<file path="config.mk">
export PLATFORM = sky130hd
export DESIGN_NAME = spi_result_framer_flat
export DESIGN_NICKNAME = d
export VERILOG_FILES = /design/src/rtl/spi_result_framer_pkg.sv /design/src/rtl/spi_result_framer_if.sv /design/src/rtl/spi_result_framer_rec_fifo.sv /design/src/rtl/spi_result_framer.sv /design/src/flat_wrapper.sv
export SDC_FILE = /design/constraint.sdc
export NUM_CORES = 1
export LEC_CHECK = 0
export ABC_AREA = 1
export CELL_PAD_IN_SITES_DETAIL_PLACEMENT = 1
export CELL_PAD_IN_SITES_GLOBAL_PLACEMENT = 1
export CORE_MARGIN = 2
export CORE_UTILIZATION = 52
export CTS_CLUSTER_SIZE = 8
export DETAILED_ROUTE_END_ITERATION = 8
export PLACE_DENSITY = 0.86
export SLEW_MARGIN = 20
export SYNTH_ARGS = -nofsm -noshare
export SYNTH_HDL_FRONTEND = slang
export SYNTH_SLANG_ARGS = --single-unit
</file>
<file path="constraint.sdc">
create_clock -name clk -period 4.8 [get_ports clk]
set_clock_uncertainty 0.1 [all_clocks]
set_input_delay 0.96 -clock clk [delete_from_list [all_inputs] [get_ports clk]]
set_output_delay 0.96 -clock clk [all_outputs]
set_load 0.05 [all_outputs]
</file>
<file path="src/rtl/spi_result_framer_pkg.sv">
// Shared types and helpers for the SPI result framer: FSM states, blob record
// layout and the 4-byte wire encoding of a record.
package spi_framer_pkg;

  typedef enum logic [2:0] {
    ST_IDLE,
    ST_HDR,
    ST_CNT,
    ST_REC,
    ST_CHK
  } state_t;

  typedef struct packed {
    logic [2:0]  colour;
    logic [10:0] x;
    logic [10:0] y;
  } blob_rec_t;

  localparam logic [7:0] DEF_SOF       = 8'h5A;
  localparam logic [7:0] DEF_POLL_CMD  = 8'hA5;
  localparam logic [7:0] DEF_FLUSH_CMD = 8'hC3;

  function automatic logic [7:0] rec_byte(input blob_rec_t rec, input logic [1:0] idx);
    case (idx)
      2'd0:    rec_byte = {rec.colour, 2'b00, rec.x[10:8]};
      2'd1:    rec_byte = rec.x[7:0];
      2'd2:    rec_byte = {5'b00000, rec.y[10:8]};
      default: rec_byte = rec.y[7:0];
    endcase
  endfunction

endpackage

</file>
<file path="src/rtl/spi_result_framer_if.sv">
// Bundle of the record input, SPI RX/TX Avalon-ST streams and status flags.
// The framer uses the slave view; whatever drives it uses the master view.
interface spi_result_framer_if;

  logic        rec_valid;
  logic [2:0]  rec_colour;
  logic [10:0] rec_x;
  logic [10:0] rec_y;
  logic [7:0]  rx_data;
  logic        rx_valid;
  logic        rx_ready;
  logic [7:0]  tx_data;
  logic        tx_valid;
  logic        tx_ready;
  logic        overflow;
  logic        busy;

  modport slave (
    input  rec_valid, rec_colour, rec_x, rec_y, rx_data, rx_valid, tx_ready,
    output rx_ready, tx_data, tx_valid, overflow, busy
  );

  modport master (
    output rec_valid, rec_colour, rec_x, rec_y, rx_data, rx_valid, tx_ready,
    input  rx_ready, tx_data, tx_valid, overflow, busy
  );

endinterface

</file>
<file path="src/rtl/spi_result_framer_rec_fifo.sv">
// Show-ahead FIFO of blob records; head_o is the oldest entry whenever not empty.
module rec_fifo
  import spi_framer_pkg::*;
#(
  parameter int DEPTH = 8
) (
  input  logic                       clk,
  input  logic                       reset,
  input  logic                       push_i,
  input  logic                       pop_i,
  input  logic                       flush_i,
  input  blob_rec_t                  data_i,
  output blob_rec_t                  head_o,
  output logic                       full_o,
  output logic                       empty_o,
  output logic [$clog2(DEPTH+1)-1:0] count_o
);

  localparam int AW = $clog2(DEPTH);
  localparam int CW = $clog2(DEPTH + 1);

  blob_rec_t      mem_q [DEPTH];
  logic [AW-1:0]  wr_ptr_q, rd_ptr_q;
  logic [CW-1:0]  count_q;
  logic           do_push, do_pop;

  assign full_o  = (count_q == CW'(DEPTH));
  assign empty_o = (count_q == '0);
  assign count_o = count_q;
  assign head_o  = mem_q[rd_ptr_q];

  // A push into a full FIFO is still legal when a pop frees a slot this cycle.
  assign do_pop  = pop_i && !empty_o;
  assign do_push = push_i && (!full_o || do_pop);

  always_ff @(posedge clk) begin
    if (reset || flush_i) begin
      wr_ptr_q <= '0;
      rd_ptr_q <= '0;
      count_q  <= '0;
    end else begin
      if (do_push) wr_ptr_q <= wr_ptr_q + AW'(1);
      if (do_pop)  rd_ptr_q <= rd_ptr_q + AW'(1);
      count_q <= count_q + CW'(do_push) - CW'(do_pop);
    end
  end

  always_ff @(posedge clk) begin
    if (do_push && !flush_i) mem_q[wr_ptr_q] <= data_i;
  end

endmodule

</file>
<file path="src/rtl/spi_result_framer.sv">
// Buffers blob records and, on a host poll, streams them out as a
// SOF / N / records / XOR-checksum frame over the SPI TX stream.
module spi_result_framer
  import spi_framer_pkg::*;
#(
  parameter int         DEPTH     = 8,
  parameter logic [7:0] POLL_CMD  = DEF_POLL_CMD,
  parameter logic [7:0] FLUSH_CMD = DEF_FLUSH_CMD,
  parameter logic [7:0] SOF       = DEF_SOF
) (
  input logic                clk,
  input logic                reset,
  spi_result_framer_if.slave bus
);

  localparam int CW = $clog2(DEPTH + 1);

  state_t        state_q, state_d;
  logic [CW-1:0] rem_q, rem_d;
  logic [1:0]    idx_q, idx_d;
  logic [7:0]    chk_q, chk_d;
  logic          ovf_q, ovf_d;

  logic          push, pop, flush;
  logic          tx_valid, rx_ready;
  logic [7:0]    tx_byte;
  blob_rec_t     head, rec_in;
  logic          fifo_full, fifo_empty;
  logic [CW-1:0] fifo_count;

  assign rec_in = '{colour: bus.rec_colour, x: bus.rec_x, y: bus.rec_y};

  rec_fifo #(.DEPTH(DEPTH)) u_fifo (
    .clk     (clk),
    .reset   (reset),
    .push_i  (push),
    .pop_i   (pop),
    .flush_i (flush),
    .data_i  (rec_in),
    .head_o  (head),
    .full_o  (fifo_full),
    .empty_o (fifo_empty),
    .count_o (fifo_count)
  );

  always_comb begin
    state_d  = state_q;
    rem_d    = rem_q;
    idx_d    = idx_q;
    chk_d    = chk_q;
    pop      = 1'b0;
    flush    = 1'b0;
    tx_valid = 1'b0;
    tx_byte  = 8'h00;
    rx_ready = 1'b0;
    case (state_q)
      ST_IDLE: begin
        rx_ready = 1'b1;
        if (bus.rx_valid && bus.rx_data == POLL_CMD) begin
          // rem_q doubles as the N byte, so it holds the snapshot until CNT.
          rem_d   = fifo_count;
          idx_d   = 2'd0;
          chk_d   = 8'h00;
          state_d = ST_HDR;
        end else if (bus.rx_valid && bus.rx_data == FLUSH_CMD) begin
          flush = 1'b1;
        end
      end
      ST_HDR: begin
        tx_valid = 1'b1;
        tx_byte  = SOF;
        if (bus.tx_ready) state_d = ST_CNT;
      end
      ST_CNT: begin
        tx_valid = 1'b1;
        tx_byte  = 8'(rem_q);
        if (bus.tx_ready) begin
          chk_d   = chk_q ^ tx_byte;
          state_d = (rem_q == '0) ? ST_CHK : ST_REC;
        end
      end
      ST_REC: begin
        tx_valid = 1'b1;
        tx_byte  = rec_byte(head, idx_q);
        if (bus.tx_ready) begin
          chk_d = chk_q ^ tx_byte;
          idx_d = idx_q + 2'd1;
          if (idx_q == 2'd3) begin
            pop   = !fifo_empty;
            rem_d = rem_q - CW'(1);
            if (rem_q == CW'(1)) state_d = ST_CHK;
          end
        end
      end
      ST_CHK: begin
        tx_valid = 1'b1;
        tx_byte  = chk_q;
        if (bus.tx_ready) state_d = ST_IDLE;
      end
      default: state_d = ST_IDLE;
    endcase
  end

  // A flush in the same cycle as a record discards the record without flagging it.
  assign push  = bus.rec_valid && !flush && (!fifo_full || pop);
  assign ovf_d = flush ? 1'b0 : ((bus.rec_valid && !push) ? 1'b1 : ovf_q);

  always_ff @(posedge clk) begin
    if (reset) begin
      state_q <= ST_IDLE;
      rem_q   <= '0;
      idx_q   <= 2'd0;
      chk_q   <= 8'h00;
      ovf_q   <= 1'b0;
    end else begin
      state_q <= state_d;
      rem_q   <= rem_d;
      idx_q   <= idx_d;
      chk_q   <= chk_d;
      ovf_q   <= ovf_d;
    end
  end

  assign bus.tx_valid = tx_valid;
  assign bus.tx_data  = tx_byte;
  assign bus.rx_ready = rx_ready;
  assign bus.overflow = ovf_q;
  assign bus.busy     = (state_q != ST_IDLE);

endmodule
</file>
<file path="src/flat_wrapper.sv">
// flat-port wrapper written by rule: the top's interface ports become plain ports
module spi_result_framer_flat import spi_framer_pkg::*;
#(
  parameter int         DEPTH     = 8,
  parameter logic [7:0] POLL_CMD  = DEF_POLL_CMD,
  parameter logic [7:0] FLUSH_CMD = DEF_FLUSH_CMD,
  parameter logic [7:0] SOF       = DEF_SOF
)
  (clk, reset, bus_rec_valid, bus_rec_colour, bus_rec_x, bus_rec_y, bus_rx_data, bus_rx_valid, bus_tx_ready, bus_rx_ready, bus_tx_data, bus_tx_valid, bus_overflow, bus_busy);
  spi_result_framer_if bus_i ();
  input logic clk;
  input logic reset;
  input wire logic [$bits(bus_i.rec_valid)-1:0] bus_rec_valid;
  input wire logic [$bits(bus_i.rec_colour)-1:0] bus_rec_colour;
  input wire logic [$bits(bus_i.rec_x)-1:0] bus_rec_x;
  input wire logic [$bits(bus_i.rec_y)-1:0] bus_rec_y;
  input wire logic [$bits(bus_i.rx_data)-1:0] bus_rx_data;
  input wire logic [$bits(bus_i.rx_valid)-1:0] bus_rx_valid;
  input wire logic [$bits(bus_i.tx_ready)-1:0] bus_tx_ready;
  output wire logic [$bits(bus_i.rx_ready)-1:0] bus_rx_ready;
  output wire logic [$bits(bus_i.tx_data)-1:0] bus_tx_data;
  output wire logic [$bits(bus_i.tx_valid)-1:0] bus_tx_valid;
  output wire logic [$bits(bus_i.overflow)-1:0] bus_overflow;
  output wire logic [$bits(bus_i.busy)-1:0] bus_busy;
  assign bus_i.rec_valid = bus_rec_valid;
  assign bus_i.rec_colour = bus_rec_colour;
  assign bus_i.rec_x = bus_rec_x;
  assign bus_i.rec_y = bus_rec_y;
  assign bus_i.rx_data = bus_rx_data;
  assign bus_i.rx_valid = bus_rx_valid;
  assign bus_i.tx_ready = bus_tx_ready;
  assign bus_rx_ready = bus_i.rx_ready;
  assign bus_tx_data = bus_i.tx_data;
  assign bus_tx_valid = bus_i.tx_valid;
  assign bus_overflow = bus_i.overflow;
  assign bus_busy = bus_i.busy;
  spi_result_framer #(.DEPTH(DEPTH), .POLL_CMD(POLL_CMD), .FLUSH_CMD(FLUSH_CMD), .SOF(SOF)) u_core (.clk(clk), .reset(reset), .bus(bus_i));
endmodule
</file>
==> key figures <==
Clocking
  – H-tree levels: 2
  – Setup bufs post-CTS: 0
  – CTS max path bufs: 3
  – Root buffer cell: clkbuf_16
  – CTS clock-pin slew for the worst setup and hold paths: 0.06 ns
  – CTS sink count: 231
  – Clock latency on the worst-skew pair: between 0.5 and 0.6 ns
  – CTS buffer count: 34
  – Cts hold-fix bufs: 0
  – Resized Gates After CTS: 0
  – CTS tree: built

Pwr
  – Pint: ~3.9 mW
  – Sw Ratio: around 28%
  – Gate power share: 16.7%
  – Power Dens Cells: 458 mW/mm²
  – Flop pwr share: 44.0%
  – Peak supply drop: 0.307 mV
  – Clock share of power: approximately two fifths
  – P_sw: between 1.5 and 2 mW
  – Static Leak: 4.52 nW

Floorplanning
  – IO Count: 50
  – Die area: 0.0206 mm²
  – Die Y: 144 µm
  – Die W: 144 µm
  – Starting Density: 52.6%
  – # rows: 51
  – Placeable Area: 0.0193 mm²

Placement
  – Placed insts: 1245
  – Routability Congestion: between 0.8 and 0.9
  – Detailed-placement wirelength estimate: 16.8 mm
  – Port buffer count: approximately 50

Critical path
  – R2r endpoint: u_core.u_fifo.mem_q[3][3]
  – CP arrival: 3.53 ns
  – Crit Path Class: flip-flop to primary output
  – CP Launch Type: flip-flop
  – Reg-to-reg startpoint: u_core.state_q[1]
  – Critical Path End Type: primary output
  – Path depth of the worst reg2reg path: 11
  – R2R Setup Slk: 1.74 ns
  – Worst-path fanout max: 58
  – Worst Path Required: 3.74 ns

Logic synthesis
  – Main area contributors after synthesis: edfxtp_1, nand2_1, dfxtp_1
  – Post-synth EDFFs: 200
  – Cell taking the most area after synthesis: edfxtp_1
  – Netlist cell types: 42
  – Main combinational cell family by area after synthesis: simple AND/OR/NAND/NOR gates
  – Syn Inst Count: about 960
  – Most frequent cells after synthesis: nand2_1, edfxtp_1, nand3_1
  – Xor-xnor portion of the synthesized cell area: 0.259%
  – Post-Synth Adder-Cell Area: a little over 2%
  – Top-count cell post-synth: nand2_1
  – #FFs+latches synth: 231
  – Mux contribution to synthesized area: 0%
  – Synth Area in Simple Gates: 19.2%
  – Synth top area share: 59.3%
  – Synth warn: 0
  – Post-Syn Area: 0.0101 mm²
  – Compound-Gate Fraction of Synth Area: 6.89%
  – Syn Nets: slightly above 1000
  – Most common flop cell mapped by yosys: edfxtp_1
  – Synth Area per Inst: 10.6 µm²
  – Post-synthesis sequential area ratio: 65.4%
  – Synth async-reset ratio: 0%

Global routing
  – Largest net degree at the start of global routing: 59
  – First-pass GRT wire length: 44.6 mm
  – Vias in the first global route: about 8000
  – Overflow after GRT: 0
  – Initial antenna violation count: 0
  – Overall Global Routing Usage: between 20 and 30%

Min path
  – Worst Hold Class: flip-flop to flip-flop
  – Hold Path Origin: u_core.bus.overflow
  – Hold EP: u_core.bus.overflow
  – Hold Path Depth: 2

STA
  – Setup TNS: 0 ns
  – Max Transition Viols Final: 0
  – Fmax: 218 MHz
  – Worst slew margin: 36.7%
  – Final hold vios: 0
  – Worst-margin pin slew: ~0.95 ns
  – RSZ-0062 raised after global routing: false
  – Crit share post-route: 95.6%
  – Final min period: 4.59 ns
  – Final Setup Violations: 0

Detailed routing
  – Drt via density: 5.75
  – Drt first pass iters: 6
  – Vias: about 7400
  – Final wirelength: 28.9 mm
  – Wire length per cell: 22.3 µm
  – DRC viols: 0
  – Antenna Nets Post-Route: 0
  – Initial DRC Count: 520

Flow run
  – Max-Cap Viols: 0

Layout
  – Finished Layout Cells: 1293
  – Area growth syn-to-layout: 17.0%
  – Number of diodes: 0
  – Nets@finish: 1070
  – Fraction of layout instances using a drive strength above 1: 9.92%
  – FILL cells: 2046

Run status
  – Status: complete, no violations
==> cell families after synthesis <==
group / count (synthesis)
and+or+nand+nor: 440
xor gates and xnor gates: 3
AOI/OAI and AO/OA: 117
buffers and inverters: 150
adders and majority gates: 16
DFF: 231
==> registers in the layout (all words and copies together) (netlist names), named ones only <==
register                flops
u_core.bus.overflow         1
u_core.u_fifo.mem_q       200
u_core.rem_q                4
u_core.u_fifo.count_o       4
u_core.u_fifo.rd_ptr_q      3
u_core.chk_q                8
u_core.idx_q                2
u_core.state_q              3
u_core.u_fifo.wr_ptr_q      3
==> power by group through the flow <==
stage,clock network (mW),registers [mW],logic [mW]
finish,2.13,2.39,0.908
global placement,0,2.42,0.856
global route,2.23,2.40,0.991
CTS,2.14,2.39,0.909
detailed placement,0,2.42,0.891
floorplan,0,2.41,0.589
==> worst max-delay path, stage by stage (launching register included) <==
cell	delay (ns)
dfxtp_4	0.64
buf_4	0.62
a21oi_1	0.17
o21ai_0	0.12
nand3_1	0.11
nand3_1	0.23
nand3_1	0.11
o211ai_1	0.14
clkdlybuf4s50_1	0.85
==> per-layer routing <==
layer / vias up / global-route usage (%) / share of wire, %
met3: 73 / 5.53 / 6.6
met2: 305 / 49.1 / 51
li1: 3386 / - / -
met1: 3668 / 36.5 / 40
met4: 0 / 12.3 / 3.1
met5: - / 0 / 0
==> how the worst max path moves through the flow <==
| stage | start | to | slack, ns | depth (start not counted) |
|---|---|---|---|---|
| CTS | flip-flop | bus_tx_data[3] | 0.22 | 8 |
| floorplan | bus_rx_valid | u_core.u_fifo.mem_q[0][0] | 1.56 | 5 |
| global route | flip-flop | bus_tx_data[3] | 0.03 | 10 |
| finish | flip-flop | bus_tx_data[6] | 0.21 | 8 |
| detailed placement | flip-flop | bus_tx_data[3] | 0.83 | 8 |
| global placement | flip-flop | bus_tx_data[3] | 0.89 | 10 |
==> final cells by class <==
| cell class | count | area (µm²) | share of cell area [%] |
|---|---|---|---|
| clock buffers | 45 | 892 | 7.53 |
| clock inverters | 3 | 33.8 | 0.285 |
| inverters | 109 | 409 | 3.45 |
| multi-input cells | 576 | 2900 | 24.4 |
| flip-flops and latches | 231 | 6630 | 56.0 |
| well taps | 265 | 332 | 2.80 |
| repair buffers | 64 | 656 | 5.53 |
==> placed cells by master, fill, tap and decap left out, drive strengths merged, types with 3 or more instances in the layout <==
cell | synthesis | layout
nand2 | 226 | 226
edfxtp | 200 | 200
nand3 | 121 | 121
inv | 107 | 109
nor2 | 77 | 77
o21ai | 48 | 48
clkdlybuf4s50 | 0 | 45
clkbuf | 8 | 45
a21oi | 35 | 35
dfxtp | 31 | 31
buf | 33 | 19
ha | 15 | 15
o221ai | 11 | 11
o211ai | 10 | 10
nand4 | 8 | 8
a22oi | 6 | 6
a211oi | 4 | 4
nor3 | 3 | 3
clkinv | 2 | 3
==> through the flow <==
| step | area (µm²) | worst slack (ns) | total power [mW] | hold slack [ns] | util (%) |
|---|---|---|---|---|---|
| detailed placement | 10900 | 0.826 | 3.31 | 0.380 | 56.7 |
| global route | 11800 | 0.0275 | 5.62 | 0.416 | 61.5 |
| finish | 11800 | 0.213 | 5.43 | 0.377 | 61.5 |
| CTS | 11800 | 0.223 | 5.44 | 0.377 | 61.5 |
| global placement | 10900 | 0.894 | 3.27 | 0.351 | 56.7 |
| floorplan | 10100 | 1.56 | 3.00 | 0.337 | - |
No activity file was read; power rests on OpenSTA's default activity.
